<file path="src/rtl/ram_hs_pkg.sv">
// -----------------------------------------------------------------------------
// ram_hs_pkg
// Shared types, constants and helpers for the handshake RAM controller.
//   state_t     : controller FSM states (clear sweep / idle)
//   OP_READ/OP_WRITE : encoding of the wr_rd request bit
//   byte_parity : per-byte even parity of a data word (bit i covers byte i)
// Optional feature macro used by the RAM files: RAM_HS_PARITY_EN
// -----------------------------------------------------------------------------
package ram_hs_pkg;

    typedef enum logic {
        ST_CLEAR = 1'b0,
        ST_IDLE  = 1'b1
    } state_t;

    localparam logic OP_READ  = 1'b0;
    localparam logic OP_WRITE = 1'b1;

    // byte_parity works on the widest supported word; callers zero-extend
    // their data and keep the low DATA_W/8 bits (zero bytes have parity 0).
    localparam int MAX_DATA_W = 256;
    localparam int MAX_BE_W   = MAX_DATA_W / 8;

    function automatic logic [MAX_BE_W-1:0] byte_parity(input logic [MAX_DATA_W-1:0] data);
        logic [MAX_BE_W-1:0] p;
        p = '0;
        for (int i = 0; i < MAX_BE_W; i++) begin
            p[i] = ^data[8*i +: 8];
        end
        return p;
    endfunction

endpackage

</file>
<file path="src/rtl/ram_hs_array.sv">
// -----------------------------------------------------------------------------
// ram_hs_array
// Single-port storage: byte-enable synchronous write and registered read on a
// shared address. With RAM_HS_PARITY_EN defined each byte carries an even
// parity bit and the read port flags a mismatch alongside the read data.
// Ports:
//   clk, rst     : clock, asynchronous active-low reset (read register only)
//   i_addr       : word address (caller keeps it < DEPTH when enabled)
//   i_we         : per-byte write enables
//   i_wdata      : write data
//   i_re         : read enable, loads o_rdata at the edge
//   o_rdata      : registered read data
//   o_par_err    : registered parity mismatch of the last read (0 if no parity)
// -----------------------------------------------------------------------------
module ram_hs_array
    import ram_hs_pkg::*;
#(
    parameter  int DATA_W = 8,
    parameter  int DEPTH  = 16,
    parameter  int ADDR_W = 4,
    localparam int BE_W   = DATA_W / 8
) (
    input  logic              clk,
    input  logic              rst,
    input  logic [ADDR_W-1:0] i_addr,
    input  logic [BE_W-1:0]   i_we,
    input  logic [DATA_W-1:0] i_wdata,
    input  logic              i_re,
    output logic [DATA_W-1:0] o_rdata,
    output logic              o_par_err
);

    logic [DATA_W-1:0] r_mem [DEPTH];
    logic [DATA_W-1:0] r_rdata;

    // NOTE: the storage array has no reset branch; a reset loop over every
    // word does not map onto RAM macros, so the controller's clear sweep
    // defines the contents instead.
    always_ff @(posedge clk) begin
        for (int b = 0; b < BE_W; b++) begin
            if (i_we[b]) begin
                // NOTE: sequential state always uses non-blocking assignment so
                // every reader of r_mem sees the value from before this edge.
                r_mem[i_addr][8*b +: 8] <= i_wdata[8*b +: 8];
            end
        end
    end

    always_ff @(posedge clk or negedge rst) begin
        if (!rst) begin
            r_rdata <= '0;
        end else if (i_re) begin
            r_rdata <= r_mem[i_addr];
        end
    end

    assign o_rdata = r_rdata;

`ifdef RAM_HS_PARITY_EN
    logic [BE_W-1:0]     r_par [DEPTH];
    logic [MAX_BE_W-1:0] w_wpar;
    logic [MAX_BE_W-1:0] w_rpar;
    logic                r_par_err;

    assign w_wpar = byte_parity(MAX_DATA_W'(i_wdata));
    assign w_rpar = byte_parity(MAX_DATA_W'(r_mem[i_addr]));

    always_ff @(posedge clk) begin
        for (int b = 0; b < BE_W; b++) begin
            if (i_we[b]) begin
                r_par[i_addr][b] <= w_wpar[b];
            end
        end
    end

    // Parity is rechecked on every byte of the word, not only enabled ones.
    always_ff @(posedge clk or negedge rst) begin
        if (!rst) begin
            r_par_err <= 1'b0;
        end else if (i_re) begin
            r_par_err <= (w_rpar[BE_W-1:0] != r_par[i_addr]);
        end
    end

    assign o_par_err = r_par_err;
`else
    assign o_par_err = 1'b0;
`endif

endmodule

</file>
<file path="src/rtl/ram_hs_ctrl.sv">
// -----------------------------------------------------------------------------
// ram_hs_ctrl
// Single-port scratch RAM behind a valid/ready request bus. After reset, or on
// a clr request, a hardware sweep zeroes every word (busy high, ready low for
// DEPTH cycles). Reads have one cycle latency with a rd_valid strobe; requests
// to add >= DEPTH are flagged on err (writes dropped, reads return 0).
// Optional macro RAM_HS_PARITY_EN: per-byte even parity, checked on reads and
// reported on par_err (constant 0 when undefined).
// Ports:
//   clk, rst        : clock, asynchronous active-low reset
//   valid, ready    : request handshake (accepted when both high)
//   wr_rd           : 1 = write, 0 = read
//   add, be         : word address, byte enables (writes only)
//   writedata       : write data
//   clr             : single-cycle request to zero the array
//   readdata        : read data, held until the next accepted read
//   rd_valid        : one-cycle pulse, readdata is new
//   err             : one-cycle pulse, accepted request was out of range
//   busy            : clear sweep in progress
//   par_err         : parity mismatch pulse, aligned with rd_valid
// -----------------------------------------------------------------------------
module ram_hs_ctrl
    import ram_hs_pkg::*;
#(
    parameter  int DATA_W = 8,
    parameter  int DEPTH  = 16,
    parameter  int ADDR_W = 4,
    localparam int BE_W   = DATA_W / 8
) (
    input  logic              clk,
    input  logic              rst,
    input  logic              valid,
    input  logic              wr_rd,
    input  logic [ADDR_W-1:0] add,
    input  logic [BE_W-1:0]   be,
    input  logic [DATA_W-1:0] writedata,
    input  logic              clr,
    output logic              ready,
    output logic [DATA_W-1:0] readdata,
    output logic              rd_valid,
    output logic              err,
    output logic              busy,
    output logic              par_err
);

    localparam logic [ADDR_W-1:0] LAST_ADDR = ADDR_W'(DEPTH - 1);
    // One extra bit so DEPTH == 2**ADDR_W is representable.
    localparam logic [ADDR_W:0]   DEPTH_L   = (ADDR_W + 1)'(DEPTH);

    state_t              r_state;
    state_t              w_state_nxt;
    logic [ADDR_W-1:0]   r_clr_cnt;
    logic [ADDR_W-1:0]   w_clr_cnt_nxt;
    logic                w_ready;
    logic                w_busy;

    logic                r_rd_valid;
    logic                r_err;
    logic                r_rd_oor;

    logic                w_accept;
    logic                w_is_write;
    logic                w_in_range;
    logic [ADDR_W-1:0]   w_arr_addr;
    logic [BE_W-1:0]     w_arr_we;
    logic [DATA_W-1:0]   w_arr_wdata;
    logic                w_arr_re;
    logic [DATA_W-1:0]   w_arr_rdata;
    logic                w_arr_par_err;

    always_ff @(posedge clk or negedge rst) begin
        if (!rst) begin
            r_state   <= ST_CLEAR;
            r_clr_cnt <= '0;
        end else begin
            r_state   <= w_state_nxt;
            r_clr_cnt <= w_clr_cnt_nxt;
        end
    end

    always_comb begin
        // NOTE: every output of this block gets a default first, so no path
        // leaves a signal unassigned and no latch is inferred.
        w_state_nxt   = r_state;
        w_clr_cnt_nxt = r_clr_cnt;
        w_ready       = 1'b0;
        w_busy        = 1'b0;
        unique case (r_state)
            ST_CLEAR: begin
                w_busy        = 1'b1;
                w_clr_cnt_nxt = r_clr_cnt + ADDR_W'(1);
                if (r_clr_cnt == LAST_ADDR) begin
                    w_state_nxt   = ST_IDLE;
                    w_clr_cnt_nxt = '0;
                end
            end
            ST_IDLE: begin
                // clr wins over a same-cycle request: it is simply not accepted.
                w_ready = !clr;
                if (clr) begin
                    w_state_nxt   = ST_CLEAR;
                    w_clr_cnt_nxt = '0;
                end
            end
            default: begin
                w_state_nxt   = ST_CLEAR;
                w_clr_cnt_nxt = '0;
            end
        endcase
    end

    assign ready = w_ready;
    assign busy  = w_busy;

    assign w_accept   = valid && w_ready;
    assign w_is_write = (wr_rd == OP_WRITE);
    assign w_in_range = ({1'b0, add} < DEPTH_L);

    // The sweep owns the single port while busy; requests are blocked then.
    assign w_arr_addr  = w_busy ? r_clr_cnt : add;
    assign w_arr_we    = w_busy ? '1 : ((w_accept && w_is_write && w_in_range) ? be : '0);
    assign w_arr_wdata = w_busy ? '0 : writedata;
    assign w_arr_re    = w_accept && !w_is_write && w_in_range;

    ram_hs_array #(
        .DATA_W (DATA_W),
        .DEPTH  (DEPTH),
        .ADDR_W (ADDR_W)
    ) u_array (
        .clk       (clk),
        .rst       (rst),
        .i_addr    (w_arr_addr),
        .i_we      (w_arr_we),
        .i_wdata   (w_arr_wdata),
        .i_re      (w_arr_re),
        .o_rdata   (w_arr_rdata),
        .o_par_err (w_arr_par_err)
    );

    // r_rd_oor remembers whether the last accepted read was out of range, so
    // readdata shows 0 for it and otherwise holds the array's read register.
    always_ff @(posedge clk or negedge rst) begin
        if (!rst) begin
            r_rd_valid <= 1'b0;
            r_err      <= 1'b0;
            r_rd_oor   <= 1'b0;
        end else begin
            r_rd_valid <= w_accept && !w_is_write;
            r_err      <= w_accept && !w_in_range;
            if (w_accept && !w_is_write) begin
                r_rd_oor <= !w_in_range;
            end
        end
    end

    assign readdata = r_rd_oor ? '0 : w_arr_rdata;
    assign rd_valid = r_rd_valid;
    assign err      = r_err;
    // The array reports 0 when parity storage is not built.
    assign par_err  = r_rd_valid && !r_rd_oor && w_arr_par_err;

endmodule

</file>
<file path="config.mk">
export PLATFORM = sky130hd
export DESIGN_NAME = ram_hs_ctrl
export DESIGN_NICKNAME = d
export VERILOG_FILES = /design/src/rtl/ram_hs_pkg.sv /design/src/rtl/ram_hs_array.sv /design/src/rtl/ram_hs_ctrl.sv
export SDC_FILE = /design/constraint.sdc
export NUM_CORES = 1
export LEC_CHECK = 0
export BUFFER_PORTS_ARGS = -buffer_cell sky130_fd_sc_hd__buf_2
export CAP_MARGIN = 20
export CORE_MARGIN = 5
export CORE_UTILIZATION = 26
export CTS_CLUSTER_SIZE = 28
export DETAILED_ROUTE_END_ITERATION = 10
export SYNTH_ARGS = -nofsm -noshare
export SYNTH_HDL_FRONTEND = slang
export SYNTH_SLANG_ARGS = --single-unit
export TNS_END_PERCENT = 20
</file>
<file path="constraint.sdc">
create_clock -name clk -period 3.05 [get_ports clk]
set_input_delay 0.1525 -clock clk [delete_from_list [all_inputs] [get_ports clk]]
set_output_delay 0.1525 -clock clk [all_outputs]
set_load 0.01 [all_outputs]
</file>
# Word level (Yosys, flattened, before mapping)
# Memory sizes are Yosys's and may differ from the RTL's. A register that Yosys moved wholly into a read port is not among the register bits.
# Cells that the tools add are included.
[op_classes] n_reduce_logical=6 bitwise=1 mux=14 eq_ne=2 addsub=1
[ops] operator="2-to-1 mux 4 bit" count=3
[ops] operator="2-to-1 mux 1 bit" count=8
[ops] operator="2-to-1 mux 8 bit" count=1
[ops] operator="one-hot mux 4 bit (2 select lines)" count=1
[ops] operator="adder 4 x 1 -> 4 bit, second input constant" count=1
[ops] operator="equality test 4 bit, second input constant" count=1
[ops] operator="logical AND 1 bit" count=3
[ops] operator="zero test 1 bit" count=3
[ops] operator="!= test 2 bit, second input constant" count=1
[ops] operator="one-hot mux 1 bit (2 select lines)" count=1
[ops] operator="NOT 1 bit" count=1
[totals] ff_bits=6 word_cells=28 n_memories=1 mem_bits_rw=128 in_bits=18 out_inout_bits=13
[memory_table] name="u_array.r_mem" depth=16 width=8 read_ports=1 rd_clocked_by_memory_dff=1 wr=1 line="ram_hs_array.sv:33" source="logic [DATA_W-1:0] r_mem [DEPTH];"

# Depth between registers and ports, before layout
[logic_depth] depth_word=8 mapped_depth=8 depth_no_buf=5

# By module
# Synthesis repeated with hierarchy kept, for this count alone.
[unflattened] hier_cells=352 area_unflattened_um2=5778.0
[modules_own_cells] module="ram_hs_array" instances=1 seq_area_each_um2=4043.9 cells_per_inst=306 area_per_inst_um2=5366.4
[modules_own_cells] module="ram_hs_ctrl" instances=1 seq_area_each_um2=150.1 cells_per_inst=46 area_per_inst_um2=411.6

# Worst setup path before layout
# OpenSTA, ideal clock, no wires.
[synth_path] kind="register to register" from="register r_state" to="memory u_array.r_mem[3][0] (enable)" period_less_slack_ps=1898 path_buffers=2 setup_slack_ps=1152 path_stages_with_launch=6 t_arrival_ps=1528 required_ps=2680 setup_time_ps=370 path_cell_list="dfrtp_1 -> buf_6 -> and3b_4 -> buf_2 -> o21ai_0 -> nor2_1"
[synth_via] elab_chain_len=7 word_cells_on_any_way=8 cone_classes="mux: 6; reduce/logical: 2"
[synth_rtl] item="start, declared" line="ram_hs_ctrl.sv:50" source="state_t r_state;"
[synth_rtl] item="start signal, assigned" line="ram_hs_ctrl.sv:76" source="r_state <= w_state_nxt;"
[synth_rtl] item="2-to-1 mux 1 bit" line="ram_hs_ctrl.sv:88" source="unique case (r_state)"
[synth_rtl] item="logical AND 1 bit" line="ram_hs_ctrl.sv:115" source="assign w_accept = valid && w_ready;"
[synth_rtl] item="logical AND 1 bit" line="ram_hs_ctrl.sv:121" source="assign w_arr_we = w_busy ? '1 : ((w_accept && w_is_write && w_in_range) ? be : '0);"
[synth_rtl] item="2-to-1 mux 1 bit (2 in series)" line="ram_hs_ctrl.sv:121"
[synth_rtl] item="2-to-1 mux 1 bit" line="ram_hs_array.sv:41" source="if (i_we[b]) begin"
[synth_rtl] item="2-to-1 mux 1 bit (not written as such)" line="ram_hs_array.sv:44" source="r_mem[i_addr][8*b +: 8] <= i_wdata[8*b +: 8];"
[synth_rtl] item="end, declared" line="ram_hs_array.sv:33"
# Parallel ways exist; a longest one is shown, timed or not.

# Final worst setup path
[layout_path] from="register r_state" to="memory u_array.r_mem[11][5] (enable)"
# Same word-level chain as after synthesis.

==> flow_summary.toml <==
[flow_run]
drv_cap = 0

[pwr]
intPower_w = 0.00452
powerDensity_mw_per_mm2 = 968
p_switching_w = 0.00226
pwr-share-seq = 0.413
comb_power_share = 0.287
sw_frac_of_total = 0.333
p_total_w = 0.00678
power.leakage_nw = 2.28
ir_drop_v = 0.000370
clockPowerShare = 0.300

[yosys]
synth_top_area_cell = "edfxtp_1"
seq_area_frac_synth = 0.714
synth_most_common_cell = "o21ai_0"
netlist_area_mm2 = 0.00588
ys_ff_latch = 142
ys_dominant_reg_cell = "edfxtp_1"
synth_common_cells = "o21ai_0, edfxtp_1, nor2_1"
syn_inst = 433
synth_top_area_share = 0.654
synth-edff-count = 128
avgSynthCellArea_um2 = 13.6
synth_cell_types = 34
ys_warn_count = 0
synth-async-reset-ratio = 0.0986
synth_area_leaders = "edfxtp_1, o21ai_0, dfrtp_1"

[hold_path]
hold_path_depth = 3
hp-class = "input pin to flip-flop"
min_to = "rd_valid"
min-delay-start = "wr_rd"

[routing]
drc = 0
drtAntennaViolNets = 0
vias = 4074
detail_route.wl_per_cell_um = 19.7
drt_first_pass_iters = 5
drtIter0Drc = 436
via_per_inst = 5.26
wl_um = 15300

[clocking]
cts_tree = "done"
clock-root-buffer = "clkbuf_16"
clk_pin_slew_ps = 60
ctsLongestPathBuffers = 2
numCtsBuffers = 17
worstSkewPairLatency_ps = 420
cts_sinks = 142
h-tree-depth = 4

[timing]
worstMarginPinSlew_ps = 1090
period_minus_slack_ps = 2670
slew_violations = 0
tns_ps = 0
worst_clock_skew_ps = 10.8
rsz0062_at_grt = "no"
report.final.hold_viol_count = 0
fin_crit_sh = 0.876
setup_viol = 0
slew_headroom = 0.273
max_freq_mhz = 374
fin_ws_ps = 379

[global_routing]
track_usage = 0.120
grt_max_degree = 34
grt_pass1_wl_um = 23900
grt.overflow.total = 0
antenna_found_initial = 0
grt_pass1_vias = 4068

[placement]
pre_cts_ws_ps = 392
dp_hpwl_um = 9920
portBuffers = 28
gp_congestion = 0.855
dp_cells = 741

[cells_and_area]
finalCoreUtilization = 0.312
area_growth_pct = 19.2
nFillCells = 2211
num_antenna_cells = 0
nets = 496
instances_no_fill = 775
drive_above_1_share = 0.188

[critical_path]
start_kind = "flip-flop"
cp_data_required_time_ps = 3100
rrSetupSlack_ps = 380
cp_max_fo = 17
crit_arrival_ps = 2720
worstRegToRegCells = 5
rr_startpoint = "r_state"
worst_setup_path_end_kind = "flip-flop"
r2r_end = "u_array.r_mem[11][5]"
cp-startpoint = "r_state"
crit_type = "flip-flop to flip-flop"

[floorplan]
start_util = 0.262
fp-row-count = 55
core-area_mm2 = 0.0224
io_pins = 31
chipHeight_um = 160
die_area_mm2 = 0.0257
fp.dieW_um = 160

[outcome]
status = "complete, no violations"
[per-layer routing]
metal	share of wire	vias up	track usage
li1	-	1782	-
met1	0.41	2039	0.154
met2	0.49	222	0.195
met3	0.081	31	0.0310
met4	0.022	0	0.0485
met5	0	-	0
[worst max path at each step]
stage	cells after the start	to
floorplan	5	u_array.r_mem[3][0]
global placement	5	u_array.r_mem[11][0]
detailed placement	5	u_array.r_mem[11][0]
CTS	5	u_array.r_mem[11][5]
global route	5	u_array.r_mem[11][6]
finish	5	u_array.r_mem[11][5]
[metrics by stage]
stage          cell area (um2)  hold WS, ps
6_report                  7000          112
4_1_cts                   7000         88.7
3_3_place_gp              6400         72.5
5_1_grt                   7000          129
3_5_place_dp              6400         81.6
2_1_floorplan             5880         -143
[flip-flops by register name, indices dropped and copies added, names as in the netlist]
register         flops
u_array.r_mem      128
u_array.o_rdata      8
r_clr_cnt            4
r_state              1
rd_valid             1
[worst max-delay path: stages, from the launching register on]
cell	delay, ps
dfrtp_1	670
buf_4	280
nor2b_1	220
a22o_1	420
nand2_1	190
nor2_1	530
[placed cells by master (no fill, tap or decap), types with 2 or more instances in the layout]
| master | count |
|---|---|
| and3b_4 | 3 |
| o22a_1 | 2 |
| buf_4 | 27 |
| and2_1 | 8 |
| clkbuf_16 | 17 |
| nand2_1 | 8 |
| nand4_1 | 8 |
| a21oi_1 | 12 |
| edfxtp_1 | 128 |
| dfrtp_1 | 14 |
| inv_1 | 3 |
| o22ai_1 | 2 |
| dlygate4sd3_1 | 2 |
| a2111oi_1 | 7 |
| clkbuf_1 | 3 |
| nor3b_2 | 4 |
| nor2_1 | 31 |
| bufinv_16 | 3 |
| a41oi_1 | 23 |
| a22o_1 | 2 |
| conb_1 | 2 |
| clkinv_4 | 3 |
| clkinv_2 | 5 |
| nand2b_1 | 3 |
| o21ai_0 | 130 |
| buf_2 | 28 |
[what timing repair did]
| action | CTS | global route |
|---|---|---|
| hold buffers | 2 | 0 |
| hold endpoints to repair | 15 | 0 |
| setup buffers | 0 | 0 |
| gates resized for setup | 0 | 0 |
[power groups by stage]
stage | clock network (W) | registers (W) | logic, W
after floorplan | 0 | 0.00279 | 0.00122
after CTS | 0.00207 | 0.00280 | 0.00193
after global placement | 0 | 0.00282 | 0.00190
after detailed placement | 0 | 0.00283 | 0.00192
final | 0.00203 | 0.00280 | 0.00195
after global routing | 0.00215 | 0.00283 | 0.00213
[area by class of cell]
type                            count  area (um2)  area share
Clock buffer                       20         437      0.0624
Clock inverter                     12         145      0.0207
Inverter                            3        11.3     0.00161
Multi-Input combinational cell    256        1500       0.214
Sequential cell                   142        4190       0.599
Tap cell                          285         357      0.0509
Timing Repair Buffer               57         363      0.0518
[cell families after synthesis]
logic type	count (synthesis)	share of synthesized area
buffers and inverters	36	0.0324
other	1	0.000638
DFF	142	0.714
and+or+nand+nor	71	0.0681
AOI/OAI and AO/OA	181	0.179
adders and majority gates	1	0.00213
muxes	1	0.00447
Note: power is estimated with default switching activity, not from simulation.
